--- src/rtl/calc_pkg.sv ---
`default_nettype none
// ============================================================================
// Module      : calc_pkg
// Description : Shared types and constants for the calculator frame
//               sequencer: FSM state encoding, frame byte slots, OP codes.
// Revision    : 1.0 - initial release
// ============================================================================
package calc_pkg;

    // Sequencer states
    typedef enum logic [1:0] {
        COLLECT = 2'd0,
        SETTLE  = 2'd1,
        RESULT  = 2'd2
    } state_t;

    // Position of each field within the 4-byte command frame
    localparam logic [1:0] IDX_OP = 2'd0;
    localparam logic [1:0] IDX_A  = 2'd1;
    localparam logic [1:0] IDX_B  = 2'd2;
    localparam logic [1:0] IDX_C  = 2'd3;

    // Calculator operation encodings carried in byte0[1:0]
    localparam logic [1:0] OP_ADD3 = 2'd0;  // A + B + C
    localparam logic [1:0] OP_BCMA = 2'd1;  // B + C - A
    localparam logic [1:0] OP_ACMB = 2'd2;  // A + C - B
    localparam logic [1:0] OP_ABMC = 2'd3;  // A + B - C

    // An OP byte is malformed when any of its reserved upper bits are set
    function automatic logic op_byte_err(input logic [7:0] op_byte);
        return |op_byte[7:2];
    endfunction

endpackage
`default_nettype wire

--- src/rtl/calc_settle_timer.sv ---
`default_nettype none
// ============================================================================
// Module      : calc_settle_timer
// Description : Loadable down-counter with a zero flag. Counts down while
//               enabled and parks at zero.
// Revision    : 1.0 - initial release
// ============================================================================
module calc_settle_timer #(
    parameter int WIDTH = 4
) (
    input  logic             clk,
    input  logic             rst,
    input  logic             i_load,
    input  logic [WIDTH-1:0] i_load_val,
    input  logic             i_dec,
    output logic             o_zero
);

    logic [WIDTH-1:0] r_count;

    // Load takes priority over decrement; the count never wraps below zero
    always_ff @(posedge clk) begin
        if (rst) begin
            r_count <= '0;
        end else if (i_load) begin
            r_count <= i_load_val;
        end else if (i_dec && (r_count != '0)) begin
            r_count <= r_count - WIDTH'(1);
        end
    end

    assign o_zero = (r_count == '0);

endmodule
`default_nettype wire

--- src/rtl/calc_frame_sequencer.sv ---
`default_nettype none
// ============================================================================
// Module      : calc_frame_sequencer
// Description : Front-end for the three-operand calculator. Collects a
//               4-byte command frame (OP, A, B, C), holds the operands on
//               the calculator inputs, waits a fixed settle time, captures
//               R / C_out and hands them downstream with valid/ready.
// Revision    : 1.0 - initial release
// ============================================================================
module calc_frame_sequencer
    import calc_pkg::*;
#(
    parameter int SETTLE_CYCLES = 2
) (
    input  logic       clk,
    input  logic       rst,
    // Frame byte stream
    input  logic       in_valid,
    output logic       in_ready,
    input  logic [7:0] in_data,
    // Calculator operands
    output logic [7:0] calc_a,
    output logic [7:0] calc_b,
    output logic [7:0] calc_c,
    output logic [1:0] calc_op,
    // Calculator results
    input  logic [7:0] calc_r,
    input  logic [7:0] calc_cout,
    // Result stream
    output logic       out_valid,
    input  logic       out_ready,
    output logic [7:0] out_r,
    output logic [7:0] out_cout,
    output logic       out_err,
    output logic       busy
);

    // Settle counter starts one below the cycle count so that the capture
    // edge lands exactly SETTLE_CYCLES edges after the last byte.
    localparam logic [3:0] c_settle_load = 4'(SETTLE_CYCLES - 1);

    state_t     r_state;
    logic [1:0] r_byte_cnt;
    logic [7:0] r_a;
    logic [7:0] r_b;
    logic [7:0] r_c;
    logic [1:0] r_op;
    logic       r_err;
    logic       r_out_valid;
    logic [7:0] r_out_r;
    logic [7:0] r_out_cout;

    logic       w_accept;
    logic       w_last_byte;
    logic       w_timer_zero;

    // A byte is taken only while collecting; in_ready depends on state alone
    assign w_accept    = (r_state == COLLECT) && in_valid;
    assign w_last_byte = w_accept && (r_byte_cnt == IDX_C);

    calc_settle_timer #(
        .WIDTH (4)
    ) u_settle_timer (
        .clk        (clk),
        .rst        (rst),
        .i_load     (w_last_byte),
        .i_load_val (c_settle_load),
        .i_dec      (r_state == SETTLE),
        .o_zero     (w_timer_zero)
    );

    // Frame collection, settle wait and result handoff
    always_ff @(posedge clk) begin
        if (rst) begin
            r_state     <= COLLECT;
            r_byte_cnt  <= 2'd0;
            r_a         <= 8'd0;
            r_b         <= 8'd0;
            r_c         <= 8'd0;
            r_op        <= 2'd0;
            r_err       <= 1'b0;
            r_out_valid <= 1'b0;
            r_out_r     <= 8'd0;
            r_out_cout  <= 8'd0;
        end else begin
            case (r_state)
                COLLECT: begin
                    if (w_accept) begin
                        case (r_byte_cnt)
                            IDX_OP: begin
                                r_op  <= in_data[1:0];
                                r_err <= op_byte_err(in_data);
                            end
                            IDX_A:  r_a <= in_data;
                            IDX_B:  r_b <= in_data;
                            IDX_C:  r_c <= in_data;
                        endcase
                        r_byte_cnt <= r_byte_cnt + 2'd1;
                        if (w_last_byte) begin
                            r_state <= SETTLE;
                        end
                    end
                end
                SETTLE: begin
                    if (w_timer_zero) begin
                        r_out_r     <= calc_r;
                        r_out_cout  <= calc_cout;
                        r_out_valid <= 1'b1;
                        r_state     <= RESULT;
                    end
                end
                RESULT: begin
                    if (out_ready) begin
                        r_out_valid <= 1'b0;
                        r_state     <= COLLECT;
                    end
                end
                default: begin
                    r_state <= COLLECT;
                end
            endcase
        end
    end

    assign in_ready  = (r_state == COLLECT);
    assign busy      = (r_state != COLLECT) || (r_byte_cnt != 2'd0);
    assign calc_a    = r_a;
    assign calc_b    = r_b;
    assign calc_c    = r_c;
    assign calc_op   = r_op;
    assign out_valid = r_out_valid;
    assign out_r     = r_out_r;
    assign out_cout  = r_out_cout;
    assign out_err   = r_err;

endmodule
`default_nettype wire

--- config.mk ---
export PLATFORM = sky130hd
export DESIGN_NAME = calc_frame_sequencer
export DESIGN_NICKNAME = d
export VERILOG_FILES = /design/src/rtl/calc_pkg.sv /design/src/rtl/calc_settle_timer.sv /design/src/rtl/calc_frame_sequencer.sv
export SDC_FILE = /design/constraint.sdc
export NUM_CORES = 1
export LEC_CHECK = 0
export CORE_MARGIN = 4
export CORE_UTILIZATION = 40
export CTS_CLUSTER_DIAMETER = 30
export CTS_CLUSTER_SIZE = 20
export DETAILED_ROUTE_END_ITERATION = 12
export DONT_BUFFER_PORTS = 1
export PLACE_DENSITY_LB_ADDON = 0.1
export SYNTH_ARGS = -nofsm -noshare
export SYNTH_HDL_FRONTEND = slang
export SYNTH_SLANG_ARGS = --single-unit
--- constraint.sdc ---
create_clock -name clk -period 4.6 [get_ports clk]
set_input_delay 0 -clock clk [delete_from_list [all_inputs] [get_ports clk]]
set_output_delay 0 -clock clk [all_outputs]
set_load 0.03 [all_outputs]
Yosys cells after proc, flatten, opt, wreduce, memory -nomap -nowiden
Index checks and enable logic that the tools add are counted.
{ "op_classes": {"add_sub_neg": 2, "reduce_logical": 22, "muxes": 10, "eq_ne": 9} }
{ "ops": {"columns": ["cell", "count"], "rows": [
  ["$reduce_and 3->1", 5],
  ["$mux 2", 4],
  ["$reduce_bool 2->1", 4],
  ["$eq 2x2->1 const B", 3],
  ["$pmux 2 s3", 1],
  ["$reduce_or 6->1", 1],
  ["$eq 2x1->1 const B", 2],
  ["$logic_not 2->1", 2],
  ["$logic_not 4->1", 1],
  ["$mux 1", 4],
  ["$ne 2x1->1 const B", 2],
  ["$ne 2x2->1 const B", 2],
  ["$reduce_and 2->1", 2],
  ["$reduce_and 4->1", 1],
  ["$reduce_bool 4->1", 1],
  ["$sub 4x1->4 const B", 1],
  ["$logic_and 1x1->1", 3],
  ["$add 2x1->2 const B", 1],
  ["$pmux 1 s2", 1],
  ["$reduce_or 2->1", 1],
  ["$logic_or 1x1->1", 1]
]} }
{ "word_totals": {"elab_cells": 55, "out_inout_bits": 46, "in_bits": 28, "ff_bits": 52} }

Depth between registers and ports, before layout
Gate-level depths: netlist of run 1.
{ "depth": {"word_depth": 6, "depth_mapped": 7} }

Modules after synthesis
Synthesis of run 1 repeated with hierarchy kept, for this count alone.
{ "unflattened": {"cells_unflattened": 226, "hier_area_um2": 2150.8} }
{ "by_module_without_submodules": {"columns": ["mod", "area_each_um2", "cells_per_inst", "instances", "seq_area_each_um2"], "rows": [
  ["calc_frame_sequencer", 1888.1, 197, 1, 960.9],
  ["calc_settle_timer", 262.8, 29, 1, 80.1]
]} }

Worst setup path before layout of run 1
Ideal clock, no wire load.
{ "synth_path": {"path_type": "register to register", "from": "register u_settle_timer.r_count[0]", "to": "register r_out_r[1], in the netlist out_r[1]", "synth_period_minus_slack_ns": 1.453, "stages_incl_launch_ff": 8, "slack_ns": 3.147, "arrival_ns": 1.321, "t_required_ns": 4.468, "cell_sequence": "dfxtp_1 inv_1 ha_1 or3b_1 buf_2 buf_6 o21ai_0 a21oi_1"} }
{ "synth_between": {"elab_chain_len": 2} }
{ "synth_lines": {"columns": ["element", "line_no", "text"], "rows": [
  ["start, declared", "calc_settle_timer.sv:19", "logic [WIDTH-1:0] r_count;"],
  ["start signal, assigned", "calc_settle_timer.sv:26", "r_count <= i_load_val;"],
  ["start signal, assigned", "calc_settle_timer.sv:28", "r_count <= r_count - WIDTH'(1);"],
  ["$logic_not 4->1", "calc_settle_timer.sv:32", "assign o_zero = (r_count == '0);"],
  ["$reduce_and 2->1 (no line)", null, null],
  ["end signal, assigned", "calc_frame_sequencer.sv:106", "r_out_r <= calc_r;"],
  ["end, declared", "calc_frame_sequencer.sv:50", "logic [7:0] r_out_r;"]
]} }
Every way passes these cells.
A chain may end at the register's enable or synchronous reset.

Worst setup path after layout of run 1
{ "layout_path": {"from": "register u_settle_timer.r_count[0]", "to": "register u_settle_timer.r_count[0]"} }
{ "layout_between": {"elab_chain_len": 3, "word_cells_on_any_way": 6, "cone_classes": "add/sub: 1; mux: 2; reduce/logical: 3"} }
{ "layout_lines": {"columns": ["element", "line_no", "text"], "rows": [
  ["$sub 4x1->4 or $reduce_bool 4->1 (tied branches)", "calc_settle_timer.sv:28, calc_settle_timer.sv:27", null],
  ["$mux 1 or $logic_and 1x1->1 (tied branches)", "calc_settle_timer.sv:27", "end else if (i_dec && (r_count != '0)) begin"],
  ["$mux 1 or $reduce_bool 2->1 (tied branches)", null, null]
]} }
Several ways; a longest one is shown, not always the timed one. The select of a mux whose other input is x is not followed.

==> impl_metrics.csv, run 1 <==
group,metric,value,unit
final_layout,antennaDiodeCount,0,
routing,routedWlPerCell,16.4,um
worst_setup_path,start_kind,"register",
worst_setup_path,path_cells,"inv_1 > ha_1 > nor3b_2 > nor2_1 > a211oi_1",
global_routing,grt_max_degree,51,
timing,period_share,0.452,
yosys,synth-seq-cells,52,
floorplanning,row_count,26,
final_layout,nets,285,
hold_path,min_path_cells,3,
placement,port_buffers,0,
yosys,syn_avg_cell_area,9.13,um2
yosys,ys_seq_area_frac,0.496,
pwr,leakage,0.888,nW
routing,firstDrtPassIters,5,
worst_setup_path,path_delay_family,"simple AND/OR/NAND/NOR gates",
run,max_cap_viol_count,0,
worst_setup_path,critical_path_arrival,2.31,ns
worst_setup_path,reg2reg_depth,5,
clock_tree,cts.clk_slew.worst_paths,0.10,ns
final_layout,final_common_cell,"dfxtp_1",
placement,dp_hpwl,3400,um
clock_tree,clock-sinks,52,
yosys,synthDistinctLibCells,31,
timing,period_needed,2.08,ns
global_routing,antenna_found_initial,0,
worst_setup_path,reg2reg_slack,2.52,ns
final_layout,finalInstanceArea,2530,um2
timing,relSlewSlack,0.147,
worst_setup_path,worst_setup_path_end_kind,"register",
worst_setup_path,critPathRequiredTime,4.83,ns
timing,hold_viol_final,0,
final_layout,fillCellCount,516,
yosys,synthesis.nets,263,
global_routing,track_usage,0.170,
clock_tree,root_buffer,"clkbuf_8",
timing,rsz0062_at_grt,"no",
placement,place_area,2090,um2
floorplanning,core_area,5110,um2
placement,gp_congestion,0.680,
clock_tree,postCtsResizedCells,0,
worst_setup_path,path_buf_inv,1,
routing,via_per_inst,5.27,
clock_tree,htree_levels,2,
timing,drv_slew,0,
worst_setup_path,rr_startpoint,"u_settle_timer.r_count[0]",
floorplanning,die_area,6470,um2
worst_setup_path,max_stage_delay,1.01,ns
yosys,synth_cells,230,
clock_tree,insertion_delay,0.31,ns
floorplanning,die_height,80.5,um
final_layout,area_growth,20.5,%
routing,vias,1701,
timing,setup_tns,0,ns
hold_path,hold_class,"primary input to register",
global_routing,gr-total-overflow,0,
global_routing,grt_pass1_wl,8460,um
floorplanning,die_w,80.5,um
final_layout,drive_above_1_share,0.0593,
worst_setup_path,worstSetupStartpoint,"u_settle_timer.r_count[0]",
status,status,"complete, no violations",
routing,drt-initial-drc-count,105,
clock_tree,cts_buffer_depth,2,
yosys,synth_top_area_frac,0.496,
worst_setup_path,crit_fanout,20,
worst_setup_path,crit_slowest_cell,"nor3b_2",
floorplanning,initial_core_util,0.411,
worst_setup_path,cp-endpoint,"u_settle_timer.r_count[0]",
routing,ant_nets,0,
clock_tree,cts_tree,"yes",
global_routing,grt_pass1_vias,1767,
routing,drcViolationCount,0,
clock_tree,numCtsBuffers,5,
timing,fmax,0.481,GHz
floorplanning,ios,74,
routing,wirelength,5280,um
timing,max_slew.worst_pin.slew,1.27,ns
timing,fin_skew,0.00755,ns
yosys,syn_area,2100,um2
clock_tree,postCtsSetupRepairBufs,0,
final_layout,layout_common_cells,"dfxtp_1, dlygate4sd3_1, a21oi_1",
pwr,peakVddDrop,0.200,mV
worst_setup_path,r2r-end,"u_settle_timer.r_count[0]",
yosys,ys_warn_count,0,
yosys,synth_top_cell_by_area,"dfxtp_1",
worst_setup_path,cp_num_cells,5,
worst_setup_path,worstSetupPathType,"register to register",
yosys,synth_area_leaders,"dfxtp_1, mux2i_1, a21oi_1, nor2_1, nand3_1",
timing,setup_violations,0,
pwr,p_per_area,329,nW/um2
cells in the mapped netlist:
master            n
and4bb_2          3
nand3_1          16
nand2b_1          1
inv_1             5
buf_6             1
ha_1              5
or3b_1            1
dfxtp_1          52
nor3b_1           2
clkbuf_1          5
mux2i_1          19
nand4bb_1         1
and4bb_1          1
o21ai_1           2
and2b_1           1
nor2_1           25
nand3b_1          1
or3_1             1
or3b_2            1
nand2b_4          1
nor4_1            1
xnor2_1           1
o21ai_0          16
clkdlybuf4s25_2   1
or4_1             2
buf_2            10
a21oi_1          30
buf_4             2
nand2_1          19
a211oi_1          3
a311oi_1          1
cells by family after synthesis:
group / share of synthesized area
AOI/OAI and AO/OA: 0.129
xor gates and xnor gates: 0.00417
adders and majority gates: 0.0298
buffers and inverters: 0.0590
DFF: 0.496
muxes: 0.0906
and+or+nand+nor: 0.191
routing by layer:
| metal | vias up | part of all wire | global-route usage |
|---|---|---|---|
| met3 | 13 | 0.094 | 0.0706 |
| met2 | 74 | 0.49 | 0.305 |
| li1 | 833 | - | - |
| met5 | - | 0 | 0 |
| met1 | 781 | 0.40 | 0.174 |
| met4 | 0 | 0.017 | 0.0642 |
state kept, by name, indices dropped and copies added (netlist names):
name	cells
r_state	2
u_settle_timer.r_count	4
out_r	8
out_err	1
calc_op	2
out_cout	8
out_valid	1
calc_c	8
calc_b	8
r_byte_cnt	2
calc_a	8
worst register-to-register path, cell delays in order (launching register included):
cell      delay [ns]
dfxtp_1         0.35
inv_1           0.06
ha_1            0.17
nor3b_2         1.01
nor2_1          0.14
a211oi_1        0.27
how the worst min path moves through the flow:
stage	from	to	slack, ns
after floorplan	in_data[0]	calc_c[0]	0.14
after global placement	rst	out_r[0]	0.07
after detailed placement	rst	out_r[2]	0.08
after CTS	in_valid	r_byte_cnt[0]	0.07
after global routing	in_valid	r_byte_cnt[1]	0.09
final	in_valid	r_byte_cnt[0]	0.07
through the flow:
step	hold WS (ns)	setup slack, ns	total power, W	util	std cells
finish	0.0709	2.52	0.000833	0.495	323
global route	0.0875	2.34	0.000875	0.495	323
CTS	0.0686	2.51	0.000843	0.495	323
detailed placement	0.0782	2.56	0.000546	0.409	281
global placement	0.0747	2.72	0.000543	0.409	281
floorplan	0.136	3.15	0.000542	-	230
power by group:
group          internal (W)  total (W)  switching, W  leakage [nW]
clock              0.000108   0.000265      0.000157        0.0404
sequential         0.000461   0.000489     0.0000278         0.421
combinational     0.0000379  0.0000781     0.0000402         0.427
what timing repair did:
item,4_1_cts,5_1_grt
endpoints found under the hold margin,52,0
setup endpoints to repair,0,0
hold buffers,34,0
final cells by class:
type                            count  area [um2]  share of cell area
Clock buffer                        5        68.8              0.0272
Tap cell                           70        87.6              0.0346
Multi-Input combinational cell    154         940               0.371
Inverter                            5        18.8             0.00742
Timing Repair Buffer               34         350               0.138
Sequential cell                    52        1040               0.411
Clock inverter                      3        23.8             0.00940
No activity file was read; power rests on OpenSTA's default activity.
==> inputs of run 2 (changes only) <==
==> constraint.sdc (replaced) <==
create_clock -name clk -period 1.67 [get_ports clk]
set_input_delay 0 -clock clk [delete_from_list [all_inputs] [get_ports clk]]
set_output_delay 0 -clock clk [all_outputs]
set_load 0.03 [all_outputs]
==> run 2 against run 1 <==
Net effect:
- combinational power rose to 2.7 times the previous value
- non-clock buffer count is 3 higher
- final cell count rose by 0.93%
- critical endpoint is now u_settle_timer.r_count[3]
- largest cell class unchanged
- largest power group unchanged
- highest routed layer unchanged
==> impl_metrics.csv, run 2 (synthesis results as in run 1) <==
group,metric,value,unit
worst_setup_path,cp-endpoint,"u_settle_timer.r_count[3]",
worst_setup_path,crit_fanout,4,
floorplanning,die_w,80.5,um
timing,relSlewSlack,0.723,
timing,period_needed,1.57,ns
timing,period_share,0.941,
timing,max_slew.worst_pin.slew,0.415,ns
clock_tree,insertion_delay,0.30,ns
final_layout,drive_above_1_share,0.102,
global_routing,grt_pass1_wl,8210,um
placement,dp_hpwl,3540,um
pwr,power,0.00227,W
pwr,seqPwrFrac,0.592,
global_routing,grt_pass1_vias,1757,
timing,fmax,0.636,GHz
run,max_cap_viol_count,0,
floorplanning,die_height,80.5,um
hold_path,min_path_cells,3,
hold_path,hold_class,"primary input to register",
worst_setup_path,critical_path_arrival,1.81,ns
final_layout,layout_common_cells,"dfxtp_1, a21oi_1, dlygate4sd3_1",
routing,via_per_inst,5.25,
clock_tree,clock-sinks,52,
pwr,leakage,0.898,nW
pwr,p_sw,0.000600,W
worst_setup_path,worstSetupPathType,"register to register",
worst_setup_path,reg2reg_depth,5,
worst_setup_path,worst_setup_path_end_kind,"register",
status,status,"complete, no violations",
worst_setup_path,reg2reg_slack,0.1,ns
timing,drv_slew,0,
timing,fin_ws,0.0985,ns
timing,hold_viol_final,0,
pwr,p_int,0.00167,W
worst_setup_path,critPathRequiredTime,1.91,ns
clock_tree,cts_buffer_depth,2,
final_layout,nets,288,
pwr,peakVddDrop,0.531,mV
floorplanning,ios,74,
pwr,swShare,0.264,
placement,place_ws,0.136,ns
worst_setup_path,start_kind,"register",
floorplanning,die_area,6470,um2
final_layout,area_growth,20.9,%
timing,setup_violations,0,
global_routing,antenna_found_initial,0,
worst_setup_path,r2r-end,"u_settle_timer.r_count[3]",
global_routing,track_usage,0.161,
global_routing,grt_max_degree,51,
timing,rsz0062_at_grt,"no",
routing,routedWlPerCell,15.7,um
clock_tree,cts.clk_slew.worst_paths,0.10,ns
routing,vias,1710,
global_routing,gr-total-overflow,0,
worst_setup_path,worstSetupStartpoint,"u_settle_timer.r_count[0]",
floorplanning,initial_core_util,0.411,
clock_tree,cts_tree,"yes",
final_layout,antennaDiodeCount,0,
routing,ant_nets,0,
placement,port_buffers,0,
final_layout,final_common_cell,"dfxtp_1",
timing,setup_tns,0,ns
pwr,comb_power_share,0.094,
clock_tree,postCtsSetupRepairBufs,0,
pwr,clkPwrFrac,0.314,
floorplanning,row_count,26,
routing,drt-initial-drc-count,56,
routing,drcViolationCount,0,
timing,fin_skew,0.00801,ns
worst_setup_path,rr_startpoint,"u_settle_timer.r_count[0]",
pwr,p_per_area,896,nW/um2
clock_tree,numCtsBuffers,5,
floorplanning,core_area,5110,um2
routing,wirelength,5110,um
routing,firstDrtPassIters,4,
clock_tree,root_buffer,"clkbuf_8",
clock_tree,htree_levels,2,
placement,gp_congestion,0.676,
[run 2: cell types whose count changed in the layout (fill, tap and decap cells not counted)]
| cell | previous run | this run |
|---|---|---|
| buf_4 | 0 | 10 |
| dlygate4sd3_1 | 33 | 26 |
| clkinvlp_4 | 2 | 0 |
| a211oi_1 | 3 | 2 |
| a211oi_2 | 0 | 1 |
| clkinv_2 | 0 | 1 |
| inv_6 | 0 | 1 |
[run 2: what timing repair did]
item | CTS | global route
setup endpoints to repair | 0 | 1
hold buffers | 27 | 0
resized for setup | 0 | 1
hold endpoints to repair | 52 | 0
[run 2: layer usage]
metal / wire (um) / track usage / vias up / part of all wire
li1: - / - / 835 / -
met3: 458 / 0.0673 / 4 / 0.090
met2: 2630 / 0.286 / 70 / 0.51
met4: 29 / 0.0473 / 0 / 0.0057
met5: 0 / 0 / - / 0
met1: 1990 / 0.174 / 801 / 0.39
[run 2: worst min-delay path by stage]
stage,end,start
after floorplan,calc_c[0],in_data[0]
after global routing,r_byte_cnt[0],in_valid
final,u_settle_timer.r_count[3],in_valid
after detailed placement,calc_c[0],rst
after global placement,out_r[2],rst
after CTS,u_settle_timer.r_count[3],in_valid
[run 2: area by class of cell]
| class | count | area [um2] |
|---|---|---|
| clock inverters | 3 | 22.5 |
| well taps | 70 | 87.6 |
| flip-flops and latches | 52 | 1040 |
| inverters | 5 | 18.8 |
| fillers | 516 | 2570 |
| clock buffers | 5 | 68.8 |
| multi-input cells | 154 | 945 |
| repair buffers | 37 | 355 |
[run 2: power groups by stage]
stage / registers [W] / logic, W / clock network [W]
final: 0.00135 / 0.000213 / 0.000715
after detailed placement: 0.00138 / 0.000132 / 0
after global routing: 0.00135 / 0.000236 / 0.000796
after floorplan: 0.00137 / 0.000126 / 0
after CTS: 0.00135 / 0.000215 / 0.000750
after global placement: 0.00138 / 0.000125 / 0
[run 2: through the flow]
stage,area (um2),cells,hold slack (ns),util
3_5_place_dp,2160,291,0.0774,0.423
3_3_place_gp,2160,291,0.0750,0.423
5_1_grt,2540,326,0.0521,0.497
6_report,2540,326,0.0491,0.497
4_1_cts,2530,326,0.0347,0.496
2_1_floorplan,2100,230,0.136,-
[run 2: worst max-delay path: stages (launching register included)]
cell     delay, ns
dfxtp_1       0.40
inv_1         0.06
ha_1          0.22
nor3b_2       0.18
or4_1         0.48
a21oi_1       0.16
